--- config.mk ---
export PLATFORM = sky130hd
export DESIGN_NAME = ofdm_symbol_sequencer
export DESIGN_NICKNAME = d
export VERILOG_FILES = /design/src/rtl/ofdm_symbol_sequencer.sv
export SDC_FILE = /design/constraint.sdc
export NUM_CORES = 1
export LEC_CHECK = 0
export BUFFER_PORTS_ARGS = -buffer_cell sky130_fd_sc_hd__buf_2
export CORE_ASPECT_RATIO = 1.1
export CORE_MARGIN = 4
export CORE_UTILIZATION = 53
export DETAILED_ROUTE_END_ITERATION = 10
export HOLD_SLACK_MARGIN = 0.08
export PLACE_DENSITY = 0.81
export SYNTH_ARGS = -nofsm -noshare
export SYNTH_HDL_FRONTEND = slang
export SYNTH_SLANG_ARGS = --single-unit
--- constraint.sdc ---
create_clock -name clk -period 3.7 [get_ports clk]
set_clock_uncertainty 0.15 [all_clocks]
set_input_delay 0.37 -clock clk [delete_from_list [all_inputs] [get_ports clk]]
set_output_delay 0.37 -clock clk [all_outputs]
set_load 0.01 [all_outputs]
--- src/rtl/ofdm_symbol_sequencer.sv ---
// Frame sequencer behind the Minn preamble detector: skips the preamble symbol,
// then cuts CP-stripped NFFT-sample windows tagged with start/last/index sidebands.
module ofdm_symbol_sequencer #(
    parameter int INPUT_WIDTH = 12,
    parameter int NFFT        = 2048,
    parameter int CP_LEN      = 512,
    parameter int CP_BACKOFF  = 16,
    parameter int SYM_WIDTH   = 8
) (
    input  logic                          clk,
    input  logic                          rst,
    input  logic                          enable,
    input  logic        [SYM_WIDTH-1:0]   cfg_num_symbols,
    input  logic                          in_valid,
    input  logic signed [INPUT_WIDTH-1:0] in_ch0_i,
    input  logic signed [INPUT_WIDTH-1:0] in_ch0_q,
    input  logic signed [INPUT_WIDTH-1:0] in_ch1_i,
    input  logic signed [INPUT_WIDTH-1:0] in_ch1_q,
    input  logic                          in_frame_start,
    output logic                          out_valid,
    input  logic                          out_ready,
    output logic signed [INPUT_WIDTH-1:0] out_ch0_i,
    output logic signed [INPUT_WIDTH-1:0] out_ch0_q,
    output logic signed [INPUT_WIDTH-1:0] out_ch1_i,
    output logic signed [INPUT_WIDTH-1:0] out_ch1_q,
    output logic                          out_sym_start,
    output logic                          out_sym_last,
    output logic        [SYM_WIDTH-1:0]   out_sym_index,
    output logic                          busy,
    output logic                          frame_done,
    output logic                          overrun,
    output logic        [15:0]            frame_count
);

    localparam int CNT_MAX  = (NFFT > CP_LEN) ? NFFT : CP_LEN;
    localparam int CW       = $clog2(CNT_MAX + 1);
    localparam int SKIP_LEN = CP_LEN - CP_BACKOFF;

    localparam logic [CW-1:0] NFFT_LAST = CW'(NFFT - 1);
    localparam logic [CW-1:0] SKIP_LAST = CW'(SKIP_LEN - 1);
    localparam logic [CW-1:0] TAIL_LAST = CW'(CP_BACKOFF - 1);

    typedef enum logic [2:0] {
        S_IDLE,
        S_SEARCH,
        S_PREAMBLE,
        S_CP_SKIP,
        S_CAPTURE,
        S_TAIL
    } state_t;

    // With the whole CP consumed by the backoff, the window opens right after the previous symbol.
    localparam state_t SYM_ENTRY = (SKIP_LEN == 0) ? S_CAPTURE : S_CP_SKIP;

    state_t               state;
    logic [CW-1:0]        cnt;
    logic [SYM_WIDTH-1:0] sym;
    logic [SYM_WIDTH-1:0] nsym;
    logic                 last_sym;

    assign last_sym = (SYM_WIDTH'(sym + 1'b1) == nsym);
    assign busy     = (state != S_IDLE) && (state != S_SEARCH);

    always_ff @(posedge clk) begin
        if (rst) begin
            state         <= S_IDLE;
            cnt           <= '0;
            sym           <= '0;
            nsym          <= '0;
            out_valid     <= 1'b0;
            out_ch0_i     <= '0;
            out_ch0_q     <= '0;
            out_ch1_i     <= '0;
            out_ch1_q     <= '0;
            out_sym_start <= 1'b0;
            out_sym_last  <= 1'b0;
            out_sym_index <= '0;
            frame_done    <= 1'b0;
            overrun       <= 1'b0;
            frame_count   <= '0;
        end else begin
            frame_done <= 1'b0;
            if (out_ready) begin
                out_valid <= 1'b0;
            end
            if (!enable) begin
                state     <= S_IDLE;
                out_valid <= 1'b0;
            end else begin
                case (state)
                    S_IDLE: begin
                        state <= S_SEARCH;
                        cnt   <= '0;
                        sym   <= '0;
                    end
                    S_SEARCH: begin
                        // The flagged sample is itself preamble sample 0.
                        if (in_valid && in_frame_start) begin
                            state <= S_PREAMBLE;
                            cnt   <= CW'(1);
                            sym   <= '0;
                            nsym  <= cfg_num_symbols;
                        end
                    end
                    S_PREAMBLE: begin
                        if (in_valid) begin
                            if (cnt == NFFT_LAST) begin
                                cnt <= '0;
                                if (nsym == '0) begin
                                    state       <= S_SEARCH;
                                    frame_done  <= 1'b1;
                                    frame_count <= frame_count + 1'b1;
                                end else begin
                                    state <= SYM_ENTRY;
                                end
                            end else begin
                                cnt <= cnt + 1'b1;
                            end
                        end
                    end
                    S_CP_SKIP: begin
                        if (in_valid) begin
                            if (cnt == SKIP_LAST) begin
                                cnt   <= '0;
                                state <= S_CAPTURE;
                            end else begin
                                cnt <= cnt + 1'b1;
                            end
                        end
                    end
                    S_CAPTURE: begin
                        if (in_valid) begin
                            // A stalled output register cannot absorb another sample: abort the frame.
                            if (out_valid && !out_ready) begin
                                overrun   <= 1'b1;
                                out_valid <= 1'b0;
                                state     <= S_SEARCH;
                                cnt       <= '0;
                                sym       <= '0;
                            end else begin
                                out_valid     <= 1'b1;
                                out_ch0_i     <= in_ch0_i;
                                out_ch0_q     <= in_ch0_q;
                                out_ch1_i     <= in_ch1_i;
                                out_ch1_q     <= in_ch1_q;
                                out_sym_start <= (cnt == '0);
                                out_sym_last  <= (cnt == NFFT_LAST);
                                out_sym_index <= sym;
                                if (cnt == NFFT_LAST) begin
                                    cnt <= '0;
                                    if (CP_BACKOFF == 0) begin
                                        if (last_sym) begin
                                            state       <= S_SEARCH;
                                            sym         <= '0;
                                            frame_done  <= 1'b1;
                                            frame_count <= frame_count + 1'b1;
                                        end else begin
                                            state <= SYM_ENTRY;
                                            sym   <= sym + 1'b1;
                                        end
                                    end else begin
                                        state <= S_TAIL;
                                    end
                                end else begin
                                    cnt <= cnt + 1'b1;
                                end
                            end
                        end
                    end
                    S_TAIL: begin
                        if (in_valid) begin
                            if (cnt == TAIL_LAST) begin
                                cnt <= '0;
                                if (last_sym) begin
                                    state       <= S_SEARCH;
                                    sym         <= '0;
                                    frame_done  <= 1'b1;
                                    frame_count <= frame_count + 1'b1;
                                end else begin
                                    state <= SYM_ENTRY;
                                    sym   <= sym + 1'b1;
                                end
                            end else begin
                                cnt <= cnt + 1'b1;
                            end
                        end
                    end
                    default: state <= S_IDLE;
                endcase
            end
        end
    end

endmodule

==> results.md, run 1 <==
* Status: finished, final reports clean
* CTS root buf: clkbuf_8
* WHS at 0.09144 ns
* Number of fill cells in the layout at 735
* NumNets Final at 856
* Vias in the first global route at 5030
* Setup crit end kind: flop
* CP top delay family: compound AO/OA/AOI/OAI gates
* CTS Buf Count at 9
* Hold Path End: out_ch1_i[2]$_SDFFE_PP0P_
* Hold wc startpoint: in_ch1_i[2]
* Resize count post-CTS at 0
* GRT Overall Usage at 25.68%
* CORE AREA at 9351 um^2
* Synth Cell Area at 5095 um^2
* Startpoint Class: flop
* Tcrit/Tclk final at 89.41%
* Worst Hold Depth at 3
* Final worst path period need at 3.308 ns
* Clock Pin Slew Worst Setup and Hold Paths at 0.11 ns
* Post-Syn Area per Cell at 7.998 um^2
* Initial DRC count at 371
* EDFF count, synth at 0
* Synth async-reset ratio at 0%
* Pre-Repair DR Iteration Count at 5
* Leakage Power at 2.567 nW
* GRT overflow at 0
* Worst R2R Start: sym[0]$_SDFFE_PP0P_
* Final Max Slew Viols at 0
* Unrepaired setup endpoints after global routing: no
* Post-Synthesis Cells at 637
* Class of the most critical setup path: reg2reg
* Die Ht at 110.8 um
* Max incr delay on CP at 0.55 ns
* Final setup fails at 0
* Die W at 101.5 um
* Sequential element share of the synthesized area at 42.44%
* Achievable Freq at 0.3023 GHz
* VDD IR max at 0.0001977 V
* Yosys warns at 0
* Drt total wl at 14640 um
* Area growth from synthesis to layout at 26.08%
* Synth Net Count at 703
* Flops & latches, synth at 108
* Layout cells sized above 1 at 22.52%
* Final RePlAce weighted congestion at 0.8762
* Initial antenna violation count at 0
* Normalized max-slew margin at 22.12%
* DRT antenna net count at 0
* Sum Neg Setup Slack at 0 ns
* Post-synth top area share at 42.44%
* Final hold vios at 0
* Port Buffers at 139
* Largest cells by area after synthesis: dfxtp_1 (42%), nand2_1 (10%), a21oi_1 (7.3%)
* Post-synth top cells: nand2_1 (138), dfxtp_1 (108), a21oi_1 (74)
* CTS tree: done
* Most frequent cell after synthesis: nand2_1
* Max Fanout on Critical Path at 16
* Vias per cell at 5.657
* Critical-path top delay cell: dfxtp_1
* H-tree depth at 3
* Area leader, netlist: dfxtp_1
* Reg2reg setup slack at 0.39 ns
* Clock insertion delay at the later pin of the skew report at 0.37 ns
* Worst Tran Pin Value at 1.168 ns
* Worst path bufs/invs at 1
* DP HPWL at 9263 um
* Die area at 11250 um^2
* Worst Path Required at 3.82 ns
* HP Class: in2reg
* FP Rows at 37
* Primary FF master, synth: dfxtp_1
* First-pass GRT wire length at 23850 um
* R2r endpoint: frame_count[3]$_SDFFE_PP0P_
* WL/cell at 16.06 um
* Post-CTS Setup Inserts at 0
* Antenna diode count at 0
* Max_cap viols at 0
* Starting density of the core at 54.48%
* Pwr Density at 363.2 nW/um^2
* Crit path DAT at 3.43 ns
* Pin count of the biggest net entering global routing at 116
* Drt drc at 0
* CP Cell Sequence: ha_1 -> nand3_4 -> or4_1 -> a21boi_2 -> o2111ai_4 -> buf_4 -> a211oi_1 -> mux2_1
* Via count at 5159
* Synth cell types at 61
* I/O Pins at 140
* Clock sink count at 108
* Reg2Reg Depth at 8
* Hold-fix buffers, CTS at 46
* Max Root-Sink Buffers at 2
==> state kept, by name, summed over array words and instances, names as in the netlist <==
name           flops
frame_done         1
frame_count       16
cnt               12
out_ch0_i         12
sym                8
out_ch1_i         12
overrun            1
state              3
out_sym_start      1
out_ch1_q         12
nsym               8
out_sym_last       1
out_ch0_q         12
out_valid          1
out_sym_index      8
==> cell usage in the layout, fill, tap and decap left out, types with 10 or more instances in the layout <==
cell and instances:
mux2_1 11, nor3_1 10, nor2_1 51, nor2b_1 18
nand4_1 12, nand3_1 19, dlygate4sd3_1 46, dfxtp_1 108
a21oi_1 74, buf_2 138, nand2_1 137
==> per-layer routing <==
metal  up-vias  global-route usage [%]  wire length [um]
met5         -                       0                 0
met4         0                   10.28               450
met3        48                   4.594               875
met2       203                   43.54              7516
met1      2405                   31.72              5800
li1       2503                       -                 -
==> power by group <==
| group | switching, mW | internal [mW] | total, mW |
|---|---|---|---|
| clock network | 0.458 | 0.270 | 0.728 |
| registers | 0.0401 | 1.19 | 1.23 |
| logic | 0.221 | 0.155 | 0.376 |
| total | 0.719 | 1.61 | 2.33 |
==> stage by stage <==
| stage | setup slack (ns) | util (%) | area (um^2) | total power [mW] | std cells |
|---|---|---|---|---|---|
| after floorplan | 0.9618 | - | 5095 | 1.479 | 637 |
| after global placement | 0.5728 | 61.63 | 5763 | 1.570 | 850 |
| after detailed placement | 0.4607 | 61.63 | 5763 | 1.582 | 850 |
| after CTS | 0.4173 | 68.69 | 6424 | 2.336 | 912 |
| after global routing | 0.2437 | 68.69 | 6424 | 2.442 | 912 |
| final | 0.3918 | 68.69 | 6424 | 2.333 | 912 |
==> tightest hold or removal path: stages <==
cell and delay (ns):
buf_2 0.09, nand2_1 0.04, a21oi_1 0.06
==> worst max-delay path by stage <==
stage	start	endpoint	slack [ns]	cells past startpoint
global route	sym[0]$_SDFFE_PP0P_	frame_count[3]$_SDFFE_PP0P_	0.24	8
floorplan	sym[1]$_SDFFE_PP0P_	frame_count[3]$_SDFFE_PP0P_	0.96	9
detailed placement	sym[0]$_SDFFE_PP0P_	frame_count[3]$_SDFFE_PP0P_	0.46	8
CTS	sym[0]$_SDFFE_PP0P_	frame_count[3]$_SDFFE_PP0P_	0.42	8
finish	sym[0]$_SDFFE_PP0P_	frame_count[3]$_SDFFE_PP0P_	0.39	8
global placement	sym[0]$_SDFFE_PP0P_	frame_count[3]$_SDFFE_PP0P_	0.57	8
==> area by class of cell <==
cell class / count / area [um^2] / share of cell area, %
Timing Repair Buffer: 188 / 1181 / 18.39
Tap cell: 117 / 146.4 / 2.279
Sequential cell: 108 / 2162 / 33.66
Multi-Input combinational cell: 472 / 2693 / 41.92
Clock inverter: 7 / 76.32 / 1.188
Inverter: 11 / 41.29 / 0.6428
Clock buffer: 9 / 123.9 / 1.928
==> cells by family after synthesis <==
logic type | Yosys count | share of synthesized area (%)
fa+ha+maj | 4 | 0.9824
mux | 24 | 5.084
buf+inv | 57 | 4.789
flops | 108 | 42.44
xor+xnor | 16 | 2.751
simple gates | 298 | 27.63
compound gates | 130 | 16.33
Note: power is estimated with default switching activity, not from simulation.
==> run 2: changes to the inputs <==
ABC_CLOCK_PERIOD_IN_PS = 2900   (was default)
CORE_UTILIZATION = 47   (was 53)
PLACE_DENSITY = 0.76   (was 0.81)
clock period = 2.9 ns   (was 3.7 ns; I/O delays follow)
==> results.md, run 2 (synthesis results as in run 1) <==
* CORE AREA at 10490 um^2
* Placed Cells at 887
* Die W at 107.3 um
* Via count at 5265
* P_sw at 0.8966 mW
* Starting density of the core at 48.56%
* WL/cell at 15.12 um
* Startpoint Class: flop
* CTS Buf Count at 9
* Normalized max-slew margin at 38.80%
* FP Rows at 39
* NumNets Final at 877
* Worst setup path startpoint: sym[0]$_SDFFE_PP0P_
* Port Buffers at 139
* Internal power at 2.371 mW
* Layout cells sized above 1 at 23.90%
* Crit path DAT at 2.86 ns
* VDD IR max at 0.0003071 V
* Most frequent cells in the layout: buf_2 (138), nand2_1 (137), dfxtp_1 (104), a21oi_1 (74), dlygate4sd3_1 (56)
* R2r endpoint: frame_count[3]$_SDFFE_PP0P_
* Area growth from synthesis to layout at 32.88%
* WHS at 0.1267 ns
* Max FFs per register at 16
* I/O Pins at 140
* CP Cell Sequence: ha_1 -> nand3_4 -> or4_1 -> a21boi_2 -> o2111ai_4 -> buf_6 -> a211oi_1 -> mux2_1
* Worst Path Required at 2.99 ns
* Clock sink count at 108
* Most flop-heavy register: frame_count
* First-pass GRT wire length at 23580 um
* Total power at 3.267 mW
* Final Max Slew Viols at 0
* Reg2Reg Depth at 8
* Final setup fails at 0
* Drt total wl at 14550 um
* DRT antenna net count at 0
* Unrepaired setup endpoints after global routing: no
* CTS root buf: clkbuf_16
* Worst Tran Pin Value at 0.9180 ns
* Reg2reg setup slack at 0.13 ns
* Final worst path period need at 2.767 ns
* Achievable Freq at 0.3615 GHz
* Max Root-Sink Buffers at 2
* CTS tree: done
* Most common cell after layout, fill and taps aside: buf_2
* DP Worst Slack at 0.1152 ns
* Final Non-Filler Cells at 962
* Die Ht at 117.2 um
* Pre-Repair DR Iteration Count at 5
* Final setup margin at 0.1335 ns
* GRT Overall Usage at 22.99%
* Leakage Power at 2.725 nW
* Sw frac at 27.44%
* Drt drc at 0
* HP Class: in2reg
* DP HPWL at 9177 um
* Pin count of the biggest net entering global routing at 91
* Final hold vios at 0
* Worst R2R Start: sym[0]$_SDFFE_PP0P_
* Initial antenna violation count at 0
* Class of the most critical setup path: reg2reg
* Vias per cell at 5.473
* Max_cap viols at 0
* Die area at 12570 um^2
* H-tree depth at 3
* Status: finished, final reports clean
* Final RePlAce weighted congestion at 0.9035
* Critical-path top delay cell: or4_1
* Hold Path End: frame_done$_SDFF_PP0_
* Sum Neg Setup Slack at 0 ns
* Clock Pin Slew Worst Setup and Hold Paths at 0.07 ns
* Clock insertion delay at the later pin of the skew report at 0.35 ns
* Tcrit/Tclk final at 95.40%
* Sequential power share at 48.0%
* Max incr delay on CP at 0.49 ns
* Vias in the first global route at 5063
* Worst Hold Depth at 3
* Logic gate share of total power at 15.3%
* Clock network power share at 36.7%
* Initial DRC count at 403
* Hold wc startpoint: in_valid
* Pwr Density at 482.6 nW/um^2
* Max Fanout on Critical Path at 18
* Setup crit end kind: flop
* Post-CTS Setup Inserts at 0
* GRT overflow at 0
==> run 2: changes by cell type in the layout (fill, tap and decap cells not counted), moves of 2 or more <==
cell,delta
diode_2,+3
clkbuf_8,-7
inv_6,+2
dfxtp_1,-4
dlygate4sd3_1,+10
buf_4,+9
dfxtp_2,+4
inv_8,-3
clkbuf_16,+9
==> run 2: layout make-up <==
cell class / count / area, um^2
fill: 825 / 3721
multi-input combinational: 472 / 2703
inverter: 11 / 41.29
sequential: 108 / 2167
timing repair buffer: 209 / 1380
antenna: 3 / 7.507
clock inverter: 5 / 40.04
clock buffer: 11 / 252.7
tap: 143 / 178.9
==> run 2: power by group through the flow <==
stage,combinational [mW],clock [mW],sequential (mW)
finish,0.499,1.20,1.57
global route,0.550,1.29,1.58
floorplan,0.305,0,1.58
global placement,0.419,0,1.60
CTS,0.489,1.23,1.57
detailed placement,0.429,0,1.60
==> run 2: worst max-delay path: cells and delay by family (launching register included) <==
kind / cells / cell delay [ns]
AO/OA/AOI/OAI: 3 / 0.75
AND/OR/NAND/NOR: 2 / 0.58
multiplexers: 1 / 0.35
flip-flops: 1 / 0.34
buffers and inverters: 1 / 0.25
adder cells (fa/ha/maj): 1 / 0.22
==> run 2: metrics by stage <==
step | instance area, um^2 | utilization (%)
finish | 6770 | 64.53
global route | 6763 | 64.46
CTS | 6744 | 64.28
detailed placement | 5891 | 56.15
global placement | 5891 | 56.15
floorplan | 5095 | -
==> run 2: worst max-delay path by stage <==
| stage | end | cells past startpoint | slack [ns] |
|---|---|---|---|
| final | frame_count[3]$_SDFFE_PP0P_ | 8 | 0.13 |
| after global routing | sym[2]$_SDFFE_PP0P_ | 6 | 0.002 |
| after CTS | frame_count[7]$_SDFFE_PP0P_ | 7 | 0.07 |
| after detailed placement | frame_count[7]$_SDFFE_PP0P_ | 7 | 0.12 |
| after global placement | frame_count[6]$_SDFFE_PP0P_ | 7 | 0.20 |
| after floorplan | frame_count[3]$_SDFFE_PP0P_ | 9 | 0.16 |
==> run 2: timing repair <==
item | CTS | global route
hold buffers | 56 | 0
resized for setup | 0 | 7
endpoints found under the hold margin | 56 | 0
endpoints found under the setup margin | 0 | 10
==> run 2: per-layer routing <==
layer  part of all wire [%]  GRT usage (%)  up-vias
li1                       -              -     2548
met1                     40          27.59     2449
met2                     49          38.42      217
met3                    6.8          5.431       51
met4                    3.9          12.28        0
met5                      0              0        -
==> run 3: changes to the inputs <==
ABC_CLOCK_PERIOD_IN_PS = 2400   (was 2900)
clock period = 2.4 ns   (was 2.9 ns; I/O delays follow)
==> results.md, run 3 (synthesis results as in run 1) <==
* Achievable Freq at 0.3749 GHz
* Placed cell areas at 6526 um^2
* DP HPWL at 10220 um
* Max FFs per register at 16
* Die Ht at 117.2 um
* Status: finished with violations
* Drt drc at 0
* CTS Buf Count at 9
* HP Class: in2reg
* Final core utilization at 73.82%
* Most frequent cells in the layout: buf_2 (138), nand2_1 (137), dfxtp_1 (102), buf_4 (89), a21oi_1 (72)
* Total power at 4.183 mW
* NumNets Final at 963
* Die W at 107.3 um
* Number of fill cells in the layout at 679
* P_sw at 1.205 mW
* DRT antenna net count at 0
* Startpoint Class: flop
* Internal power at 2.979 mW
* Clock sink count at 108
* Max Fanout on Critical Path at 6
* Final setup margin at -0.2670 ns
* Failing checks: setup timing
* Most flop-heavy register: frame_count
* Worst Path Required at 2.49 ns
* Antenna diode count at 0
* Leakage Power at 3.167 nW
* Crit path DAT at 2.75 ns
* Layout cells sized above 1 at 34.37%
* Sum Neg Setup Slack at -2.951 ns
* CTS root buf: clkbuf_16
* DP Worst Slack at -0.3159 ns
* Worst path bufs/invs at 2
* Most common cell after layout, fill and taps aside: buf_2
* GRT Overall Usage at 24.90%
* GRT overflow at 0
* Pin count of the biggest net entering global routing at 63
* CP top delay family: compound AO/OA/AOI/OAI gates
* Port Buffers at 139
* Pwr Density at 540.2 nW/um^2
* Final hold vios at 0
* Pre-Repair DR Iteration Count at 6
* Normalized max-slew margin at 57.25%
* Logic gate share of total power at 21.0%
* Starting density of the core at 48.56%
* Final Non-Filler Cells at 1045
* Worst Tran Pin Value at 0.6413 ns
* First-pass GRT wire length at 25500 um
* Clock Pin Slew Worst Setup and Hold Paths at 0.07 ns
* Max Root-Sink Buffers at 2
* Clock insertion delay at the later pin of the skew report at 0.35 ns
* Max incr delay on CP at 0.50 ns
* Vias in the first global route at 5517
* CP Cell Sequence: ha_4 -> nand3_4 -> or4_4 -> a21boi_4 -> buf_6 -> o2111ai_4 -> buf_4 -> a211oi_2 -> mux2_4
* Drt total wl at 16990 um
* Max_cap viols at 0
* Sw frac at 28.80%
* Placed Cells at 962
* Sequential cell area at 2172 um^2
* I/O Pins at 140
* Critical-path top delay cell: or4_4
* Setup crit end kind: flop
* WL/cell at 16.26 um
* Die area at 12570 um^2
* Sequential power share at 44.7%
* H-tree depth at 3
* Final instance area at 7745 um^2
* CORE AREA at 10490 um^2
* Final Max Slew Viols at 0
* Class of the most critical setup path: reg2reg
* Unrepaired setup endpoints after global routing: yes
* Via count at 5751
* VDD IR max at 0.0003722 V
* Final worst path period need at 2.667 ns
* Final RePlAce weighted congestion at 0.9088
* Initial DRC count at 386
* CTS tree: done
* Area of the multi-input gates at 3008 um^2
* Final setup fails at 27
* Vias per cell at 5.503
* Tcrit/Tclk final at 111.1%
* Clock network power share at 34.3%
* FP Rows at 39
* Initial antenna violation count at 0
* Area growth from synthesis to layout at 52.01%
* WHS at 0.1877 ns
run 3: cell count changes in the layout (fill, tap and decap cells not counted), moves of 7 or more:
cell	before	now
mux2_4	0	11
mux2_1	11	4
buf_4	13	89
a211oi_2	0	8
buf_6	1	8
a211oi_1	9	0
run 3: final timing paths:
kind	startpoint	end	slack, ns	cells after the start
worst max-delay path	sym[0]$_SDFFE_PP0P_	frame_count[15]$_SDFFE_PP0P_	-0.27	9
worst min register to register	out_ch0_q[6]$_SDFFE_PP0P_	out_ch0_q[6]$_SDFFE_PP0P_	0.30	2
worst max register to register	sym[0]$_SDFFE_PP0P_	frame_count[15]$_SDFFE_PP0P_	-0.27	9
worst min-delay path	enable	state[0]$_SDFFE_PP0P_	0.19	3
run 3: area by class of cell:
type,count,share of cell area (%)
clock inverter,5,0.5493
multi-input combinational,473,38.84
sequential,108,28.05
clock buffer,11,3.134
inverter,11,0.5331
timing repair buffer,294,26.59
tap,143,2.310
run 3: what timing repair did:
item / CTS / global route
pin swaps: 4 / 8
hold buffers: 57 / 0
endpoints found under the setup margin: 32 / 33
buffers inserted: 2 / 7
gates cloned: 1 / 0
gates resized for setup: 24 / 28
endpoints found under the hold margin: 57 / 0
run 3: worst min-delay path, cell delays in order:
cell      delay [ns]
buf_2           0.12
nand2b_1        0.20
a311oi_2        0.07
run 3: per-layer routing:
layer  vias up  track usage, %  part of all wire (%)
li1       2725               -                     -
met1      2730           29.87                    40
met2       252           44.51                    51
met3        44           4.882                   6.2
met4         0           8.951                   2.5
met5         -               0                     0
run 3: power groups by stage:
stage,registers (mW),clock network [mW],logic [mW]
floorplan,1.91,0,0.372
global placement,1.90,0,0.660
detailed placement,1.90,0,0.677
CTS,1.86,1.45,0.798
global route,1.87,1.52,0.946
finish,1.87,1.43,0.880
